[src/rtl/branch_predict_ctrl.sv]
// Branch direction predictor (2-bit saturating counter table) with a
// misprediction recovery sequencer that redirects fetch and flushes wrong-path stages.
module branch_predict_ctrl #(
    parameter int IDX_BITS = 4,
    parameter int CNT_W    = 16
) (
    input  logic             clk,
    input  logic             rst,
    input  logic [31:0]      if_pc,
    output logic             pred_taken,
    input  logic             ex_valid,
    input  logic             ex_is_branch,
    input  logic [31:0]      ex_pc,
    input  logic             ex_taken,
    input  logic             ex_pred_taken,
    input  logic [31:0]      ex_target,
    input  logic [31:0]      ex_pc_plus4,
    output logic             redirect,
    output logic [31:0]      redirect_pc,
    output logic             flush_if_id,
    output logic             flush_id_ex,
    output logic [CNT_W-1:0] branch_cnt,
    output logic [CNT_W-1:0] mispredict_cnt
);
    localparam int ENTRIES = 1 << IDX_BITS;

    localparam logic [1:0] ST_IDLE    = 2'd0;
    localparam logic [1:0] ST_RECOVER = 2'd1;
    localparam logic [1:0] ST_DRAIN   = 2'd2;

    logic [1:0]          state_q, state_d;
    logic                redirect_q, redirect_d;
    logic [31:0]         redirect_pc_q, redirect_pc_d;
    logic                flush_if_id_q, flush_if_id_d;
    logic                flush_id_ex_q, flush_id_ex_d;
    logic [CNT_W-1:0]    branch_cnt_q, branch_cnt_d;
    logic [CNT_W-1:0]    mispredict_cnt_q, mispredict_cnt_d;
    logic [1:0]          table_q [ENTRIES];
    logic [1:0]          table_d [ENTRIES];

    logic [IDX_BITS-1:0] if_idx, ex_idx;
    logic                resolve, mispredict;
    logic [1:0]          ex_ctr;
    logic                unused_pc_bits;

    assign if_idx = if_pc[IDX_BITS+1:2];
    assign ex_idx = ex_pc[IDX_BITS+1:2];
    assign unused_pc_bits = ^{if_pc[31:IDX_BITS+2], if_pc[1:0], ex_pc[31:IDX_BITS+2], ex_pc[1:0]};

    // Outcomes arriving during recovery belong to wrong-path instructions.
    assign resolve    = ex_valid & ex_is_branch & (state_q == ST_IDLE);
    assign mispredict = resolve & (ex_taken ^ ex_pred_taken);
    assign ex_ctr     = table_q[ex_idx];

    // No bypass: an aliasing update in the same cycle is seen only next cycle.
    assign pred_taken = table_q[if_idx][1];

    always_comb begin
        state_d          = state_q;
        redirect_pc_d    = redirect_pc_q;
        branch_cnt_d     = branch_cnt_q;
        mispredict_cnt_d = mispredict_cnt_q;
        table_d          = table_q;

        if (resolve) begin
            if (ex_taken && ex_ctr != 2'b11) begin
                table_d[ex_idx] = ex_ctr + 2'd1;
            end else if (!ex_taken && ex_ctr != 2'b00) begin
                table_d[ex_idx] = ex_ctr - 2'd1;
            end
            if (branch_cnt_q != '1) begin
                branch_cnt_d = branch_cnt_q + 1'b1;
            end
        end
        if (mispredict && mispredict_cnt_q != '1) begin
            mispredict_cnt_d = mispredict_cnt_q + 1'b1;
        end

        case (state_q)
            ST_IDLE: begin
                if (mispredict) begin
                    state_d       = ST_RECOVER;
                    redirect_pc_d = ex_taken ? ex_target : ex_pc_plus4;
                end
            end
            ST_RECOVER: state_d = ST_DRAIN;
            ST_DRAIN:   state_d = ST_IDLE;
            default:    state_d = ST_IDLE;
        endcase

        // Control outputs are registered images of the state being entered.
        redirect_d    = (state_d == ST_RECOVER);
        flush_id_ex_d = (state_d == ST_RECOVER);
        flush_if_id_d = (state_d == ST_RECOVER) || (state_d == ST_DRAIN);
    end

    always_ff @(posedge clk or posedge rst) begin
        if (rst) begin
            state_q          <= ST_IDLE;
            redirect_q       <= 1'b0;
            redirect_pc_q    <= '0;
            flush_if_id_q    <= 1'b0;
            flush_id_ex_q    <= 1'b0;
            branch_cnt_q     <= '0;
            mispredict_cnt_q <= '0;
            for (int unsigned i = 0; i < ENTRIES; i++) begin
                table_q[i] <= 2'b01;
            end
        end else begin
            state_q          <= state_d;
            redirect_q       <= redirect_d;
            redirect_pc_q    <= redirect_pc_d;
            flush_if_id_q    <= flush_if_id_d;
            flush_id_ex_q    <= flush_id_ex_d;
            branch_cnt_q     <= branch_cnt_d;
            mispredict_cnt_q <= mispredict_cnt_d;
            table_q          <= table_d;
        end
    end

    assign redirect       = redirect_q;
    assign redirect_pc    = redirect_pc_q;
    assign flush_if_id    = flush_if_id_q;
    assign flush_id_ex    = flush_id_ex_q;
    assign branch_cnt     = branch_cnt_q;
    assign mispredict_cnt = mispredict_cnt_q;

endmodule

[config.mk]
export PLATFORM = sky130hd
export DESIGN_NAME = branch_predict_ctrl
export DESIGN_NICKNAME = d
export VERILOG_FILES = /design/src/rtl/branch_predict_ctrl.sv
export SDC_FILE = /design/constraint.sdc
export NUM_CORES = 1
export LEC_CHECK = 0
export ABC_AREA = 1
export CAP_MARGIN = 40
export CORE_MARGIN = 8
export CORE_UTILIZATION = 45
export CTS_CLUSTER_DIAMETER = 80
export DETAILED_ROUTE_END_ITERATION = 8
export PLACE_DENSITY = 0.81
export SLEW_MARGIN = 0
export SYNTH_ARGS = -nofsm -noshare
export SYNTH_HDL_FRONTEND = slang
export SYNTH_SLANG_ARGS = --single-unit
[constraint.sdc]
create_clock -name clk -period 3.8 [get_ports clk]
set_input_delay 0.38 -clock clk [delete_from_list [all_inputs] [get_ports clk]]
set_output_delay 0.38 -clock clk [all_outputs]
set_load 0.005 [all_outputs]
---- After elaboration in Yosys (flattened, before gate mapping) ----
Index checks and enable logic that the tools add are counted.
storage, ports and cells
  register bits ........................... 100
  bits of input ports ..................... 134
  output and inout bits ................... 68
  word-level logic and storage cells ...... 68
operators by class
  add/subtract/negate cells ............... 4
  magnitude comparators ................... 3
  equality and inequality tests ........... 6
  muxes and demuxes ....................... 15
  bitwise operators ....................... 6
  reduce and logical (&&, ||, !) cells .... 12
operators with widths
  operator                 number
  $mux W32                 3
  $bwmux W32               2
  $add A16 B1 Y16 const B  2
  $ne A16 B16 Y1 const B   2
  $bmux W2 S4              2
  $mux W2                  6
  $ge A5 B5 Y1 const B     2
  $not A4 Y5               2
  $demux W2 S4             1
  $reduce_and A2 Y1        3
  $lt A5 B1 Y1 const B     1
  $eq A2 B1 Y1 const B     2
  $logic_and A1 B1 Y1      4
  $pmux W2 S2              1
  $reduce_bool A2 Y1       2
  $and A1 B1 Y1            3
  $add A2 B1 Y2 const B    1
  $eq A2 B2 Y1 const B     1
  $logic_not A2 Y1         1
  $ne A2 B2 Y1 const B     1
  $sub A2 B1 Y2 const B    1
  $logic_not A1 Y1         1
  $logic_or A1 B1 Y1       1
  $xor A1 B1 Y1            1

---- Longest topological paths before layout ----
  word-level depth ........................ 8
  depth in mapped cells ................... 20
  depth with buffers taken out ............ 19

---- Worst setup path after synthesis ----
OpenSTA, ideal clock, no wires.
  kind .................................... input -> register
  from .................................... in ex_pc[2]
  to ...................................... reg table_q[17] (netlist name)
  library setup time ...................... 127 ps
  arrival ................................. 2149 ps
  required time ........................... 3673 ps
  slack ................................... 1524 ps
  stages on the path ...................... 19
  buffers on the path ..................... 2
  cell sequence ........................... buf_2 nand2_1 nand2_1 nand2_1 nand2_1 nand2_1 nand2_1 nor2_4 buf_4 inv_1 ha_1 inv_1 nand2_1 o21ai_1 nand2_1 nor2_1 nand2_1 nand2_1 o21ai_0
between the ends
  cells in the longest elaborated chain, start to end .. 8
  elaborated cells between the ends (all ways) .. 21
  those cells by class .................... 2 x add/sub; 2 x order compare; 1 x eq/ne; 9 x mux; 1 x bitwise; 6 x reduce/logical
RTL lines
  what                                                                         RTL line    text
  start, declared                                                              13          input logic [31:0] ex_pc,
  $not A4 Y5 (implied by the code) (*)                                         53, 67, 69
  $bmux W2 S4 (tied with other cells)                                          53          assign ex_ctr = table_q[ex_idx];
  $mux W2 (implied by the code) / $logic_and A1 B1 Y1 (equally long branches)  53, 67, 69
  $mux W2 (on tied branches)                                                   53, 67, 69
  $sub A2 B1 Y2 (tied with other cells)                                        69          table_d[ex_idx] = ex_ctr - 2'd1;
  $bwmux W32 (tied with other cells)                                           69
  $mux W32 / $reduce_bool A2 Y1 (equally long branches)                        --
  $mux W32 / $reduce_and A2 Y1 (equally long branches)                         --
  end signal, assigned                                                         117         table_q <= table_d;
  end, declared                                                                38          logic [1:0] table_q [ENTRIES];
Every way passes the cells marked *; elsewhere a longest branch is shown, timed or not. The select of a mux whose other input is x is not followed.
A chain may end at the register's enable or synchronous reset.

---- Final worst setup path ----
Ends and elaborated chain as after synthesis.

==> results.json <==
{
  "status": "complete, no violations",
  "arrival_ns": 3.17,
  "hold_violations": 0,
  "slew_violations": 0,
  "finalWirelength_um": 14700,
  "cts_sinks": 100,
  "required_ns": 4.02,
  "cts_root_buf": "clkbuf_16",
  "clock_latency_ns": 0.35,
  "setup_viol": 0,
  "post_drt_via_cell_ratio": 4.98,
  "grt_max_degree": 60,
  "finalSetupTns_ns": 0,
  "finalCritPeriodShare": 0.775,
  "syn_area_per_cell_um2": 7.76,
  "yosysTopAreaCellShare": 0.379,
  "nNetsFinal": 992,
  "gp_congestion": 0.841,
  "setup.worst_path.class": "input pin to flip-flop",
  "ir_drop_uv": 280,
  "hpwl_um": 10900,
  "startpoint_type": "input pin",
  "tightest_slew_ns": 0.617,
  "finalInstanceArea_um2": 7410,
  "htree_levels": 3,
  "hold_buffers": 0,
  "clkSlewWorstSetupHoldPaths_ns": 0.07,
  "seqCellArea_um2": 2520,
  "overflow": 0,
  "synth_cells": 714,
  "wl_per_cell_um": 14.6,
  "ios": 202,
  "numCtsBuffers": 9,
  "clockBufferDepth": 2,
  "core_area_um2": 12000,
  "drc": 0,
  "ys_ff_latch": 100,
  "multi_input_area_um2": 2580,
  "yosysSeqAreaShare": 0.455,
  "async_flop_share": 1.00,
  "grt_pass1_vias": 5057,
  "post_cts_buffers": 0,
  "portBuffers": 145,
  "synthesis.nets": 853,
  "finalCriticalPeriod_ns": 2.95,
  "fp.dieW_um": 127,
  "n_antenna_cell": 0,
  "rsz0062_at_grt": "no",
  "hp-class": "input pin to asynchronous set/reset pin",
  "place_area_um2": 7080,
  "synthTopCellsByArea": "dfrtp_1, nand2_1, dfstp_2",
  "layout-drive-gt1-share": 0.0699,
  "drtAntennaViolNets": 0,
  "drt_iter0_drc": 334,
  "cts_tree": "built",
  "grt_pass1_wl_um": 24700,
  "die-area_um2": 16100,
  "leakage_nw": 3.52,
  "num_vias": 5007,
  "synth-edff-count": 0,
  "cp_max_fo": 13,
  "die_h_um": 127,
  "synth_cell_types": 34,
  "grt_antenna_before_repair": 0,
  "ys.flop_type": "dfrtp_1",
  "placementRows": 40,
  "yosys_warnings": 0,
  "max-slew-margin-rel": 0.589,
  "cp-end-kind": "flip-flop",
  "finClkSkew_ns": 0.00513,
  "fmax_mhz": 340,
  "powerDensity_nw_per_um2": 460,
  "n_fill_cell": 1039,
  "synth_area_um2": 5540,
  "dr.pass1.iters": 5,
  "groute.usage.overall": 0.190,
  "initial_core_util": 0.462,
  "syn2layout_area_growth_pct": 33.7,
  "max_cap_viol_count": 0,
  "cts_resized": 0,
  "synth_top_area_cell": "dfrtp_1"
}
[layer usage]
metal,wire (um),track usage,vias to the layer above
li1,-,-,2547
met1,6130,0.224,2284
met2,7040,0.310,165
met3,1320,0.0757,11
met4,167,0.0602,0
met5,0,0,-
[synthesized netlist by cell type (all sizes together), types with 13 or more instances]
| cell type | instances |
|---|---|
| inv | 71 |
| a21oi | 37 |
| nand2 | 265 |
| xor2 | 13 |
| mux2i | 32 |
| nor2 | 68 |
| dfstp | 16 |
| nand4 | 13 |
| nand3 | 23 |
| buf | 20 |
| dfrtp | 84 |
| o21ai | 36 |
[metrics by stage]
step	total power, W	util	setup slack, ns	hold WS, ns	instances
global placement	0.00237	0.587	0.590	0.458	988
CTS	0.00344	0.617	0.876	0.330	1005
finish	0.00341	0.617	0.855	0.321	1005
global route	0.00362	0.617	0.561	0.342	1005
floorplan	0.00190	-	0.828	0.447	714
detailed placement	0.00240	0.589	0.550	0.462	989
[cell families after synthesis]
group           synth area share
fa+ha+maj                 0.0113
simple gates               0.294
flops                      0.455
mux                       0.0578
xor+xnor                  0.0300
buf+inv                   0.0797
compound gates            0.0727
[worst paths after layout]
path,startpoint,endpoint,slack (ns),cells after the start
worst min register to register,flip-flop,flip-flop,0.47,2
worst max register to register,state_q[1],redirect_pc[19],1.54,5
min in group clk,flip-flop,flip-flop,0.47,2
max in group asynchronous,rst,asynchronous set/reset pin,2.60,4
worst max-delay path,ex_pc[2],table_q[17],0.85,15
worst min-delay path,rst,flush_id_ex,0.32,2
[area by class of cell]
cell class                      count  area share
Clock buffer                       11      0.0341
Tap cell                          147      0.0248
Multi-Input combinational cell    519       0.348
Clock inverter                      5      0.0111
Timing Repair Buffer              152       0.205
Inverter                           71      0.0366
Sequential cell                   100       0.340
[layout by cell type (no fill, tap or decap), types with 5 or more instances in the layout]
master,count
dfstp_2,16
nand3_1,22
mux2i_1,32
nand2_1,262
nand4_1,13
o21ai_0,34
buf_4,6
clkbuf_16,9
nor3_1,8
nor2_1,63
inv_1,65
clkdlybuf4s50_1,144
dfrtp_1,84
xnor2_1,6
xor2_1,13
a21oi_1,37
ha_1,5
[critical path: stages]
cell and delay [ns]:
clkdlybuf4s50_1 0.79, inv_2 0.19, nor2_1 0.25, inv_1 0.10
o21ai_0 0.15, o21ai_0 0.09, nand2_1 0.12, nor2_1 0.05
ha_1 0.18, o21ai_1 0.21, nand2_1 0.15, nor2_1 0.20
nand2_1 0.14, nand2_1 0.08, o21ai_0 0.07
[power breakdown]
part / leakage, nW / switching (W) / internal [W] / total (W)
registers: 1.21 / 0.000164 / 0.00131 / 0.00147
clock network: 0.166 / 0.000416 / 0.000616 / 0.00103
logic: 2.14 / 0.000417 / 0.000489 / 0.000906
total: 3.52 / 0.000996 / 0.00241 / 0.00341
Note: power is estimated with default switching activity, not from simulation.
==> RTL edit, RTL diff (same flow settings) <==
`IDX_BITS`: 4 -> 3.
--- a/src/rtl/branch_predict_ctrl.sv
+++ b/src/rtl/branch_predict_ctrl.sv
@@ -3,3 +3,3 @@
 module branch_predict_ctrl #(
-    parameter int IDX_BITS = 4,
+    parameter int IDX_BITS = 3,
     parameter int CNT_W    = 16
Behaviour: not the same (Yosys sat finds a counterexample within 4 cycles, from zero or initial values and one cycle with rst high).
==> RTL edit against the unedited design <==
Via count decreased by 9.9%; cell area down 14%; synthesized cell count shrank 12%; worst setup slack better by 0.035 ns; area after synthesis shrank 17%; critical path depth up 1; sequential cell count is 16 lower; routed wire length shrank 14%; total power is 12% lower; sequential share of layout area fell by 0.96 points; highest routed layer unchanged.
==> RTL edit: results (changes against the unedited design) <==
* Number of design-rule violations left by the first detailed-router iteration at 241 (-28%)
* Count of TritonRoute iterations in the first routing pass at 4 (-1)
* Vias in the first global route at 4495 (-11%)
* Flip-flop count of the largest register after layout at 32
* Post-Route WL at 12.6 mm (-14%)
* Number of nets in the synthesized netlist at 766 (-10%)
* First-pass GRT wire length at 21.4 mm (-13%)
* Path class of the lowest-slack min-delay path: input pin to asynchronous set/reset pin
* Post-detailed-placement half-perimeter wirelength at 9.53 mm (-13%)
* Clock root buffer: clkbuf_8
* DR WL met3 at 931 µm (-29%)
* Synthesized-area fraction occupied by ao, oa, aoi and oai cells at 0.102 (+0.0292)
* Max layer used: met4
* Final routed wire length divided by cell count at 13.9 µm (-5.0%)
* Slowest stage cell, crit path: clkdlybuf4s50_1
* Maximum clock path buffer count at 2 (unchanged)
* WL met1 at 5.31 mm (-13%)
* Number of fillers in the final layout at 864 (-17%)
* Antenna cell count at 0 (unchanged)
* Met3 Track Usage GR at 0.0595 (-0.0162)
* Outcome: complete, no violations
* Peak supply drop at 0.228 mV (-19%)
* Post-layout nets at 905 (-8.8%)
* Count of port buffers added during placement at 143 (-1.4%)
* Layout Skew at 0.00742 ns (+0.00229 ns)
* Share of final-layout standard cells stronger than drive strength 1 at 0.0674 (-0.00249)
* Inserted Clock Buffers at 9 (unchanged)
* Synthesized-area fraction occupied by xor and xnor cells at 0.0227 (-0.00731)
* Global router's overall resource usage at 0.185 (-0.00441)
* Post-CTS sizing at 0 (unchanged)
* Maximum number of pins on one net before global-route repair at 37 (-38%)
* Last weighted congestion value of the routability-driven placer at 0.896 (+6.6%)
* Share of synthesized cell area in full adder, half adder and majority cells at 0.0135 (+0.00223)
* Net Sw Power at 0.000911 W (-8.5%)
* Lkg Pwr at 2.80 nW (-20%)
* Fraction of met2 tracks used by global routing at 0.319 (+0.00897)
* Synth cell count leaders: nand2_1, dfrtp_1, nor2_1, inv_1
* Sequential element share of the synthesized area at 0.456 (+0.00136)
* Cells after Synth at 627 (-12%)
* Worst-margin pin slew at 0.593 ns (-0.0235 ns)
* Kind of cell adding the most delay to the critical path: simple AND/OR/NAND/NOR gates
* Initial antenna violation count at 0 (unchanged)
* Met1 global-route usage at 0.210 (-0.0139)
* Post-CTS Repair Setup Buffers at 0 (unchanged)
* Post-placement cell count at 891 (-9.9%)
* Number of distinct library cells after synthesis at 30 (-12%)
* Number of vias per cell after detailed routing at 4.97 (-0.19%)
* Total met2 wirelength after detailed routing at 6.10 mm (-13%)
* Crit path max fanout at 11 (-2)
* CP Data Arrival Time at 3.15 ns (-0.02 ns)
* Maximum level of the CTS H-tree at 3 (unchanged)
* Count of synthesis-stage warnings from yosys at 0 (unchanged)
* Critical path's largest stage delay at 0.71 ns (-0.08 ns)
* Power Combinational at 0.000914 W (+0.9%)
* Mux share of post-synthesis cell area at 0 (-0.0578)
* Clock insertion delay at the later pin of the skew report at roughly 0.36 ns
* Final Total Pwr at 0.00301 W (-12%)
* Most area-consuming cells after synthesis: dfrtp_1, nand2_1, nor2_1
-- RTL edit: final timing paths --
path | startpoint | end | slack, ns | depth (start not counted)
setup / recovery | ex_pc[2] | table_q[15] | 0.89 | 16
hold / removal | rst | branch_cnt[14] | 0.39 | 2
setup reg to reg | flip-flop | table_q[5] | 1.52 | 11
hold reg to reg | state_q[1] | state_q[1] | 0.44 | 1
max in group asynchronous | rst | asynchronous set/reset pin | 2.59 | 3
min in group clk | state_q[1] | state_q[1] | 0.44 | 1
-- RTL edit: metrics by stage --
stage,utilization,cell area [µm²],setup slack [ns]
floorplan,-,4630,1.27
detailed placement,0.605,6140,0.555
global placement,0.605,6140,0.643
global route,0.630,6390,0.581
finish,0.630,6390,0.890
CTS,0.630,6390,0.935
-- RTL edit: cell type report --
type                       instances  area [µm²]  area share
multi-input combinational        471        2190       0.342
sequential                        84        2110       0.331
timing repair buffer             148        1470       0.230
inverter                          52         199      0.0311
tap                              136         170      0.0266
clock buffer                      12         155      0.0243
clock inverter                     4        95.1      0.0149
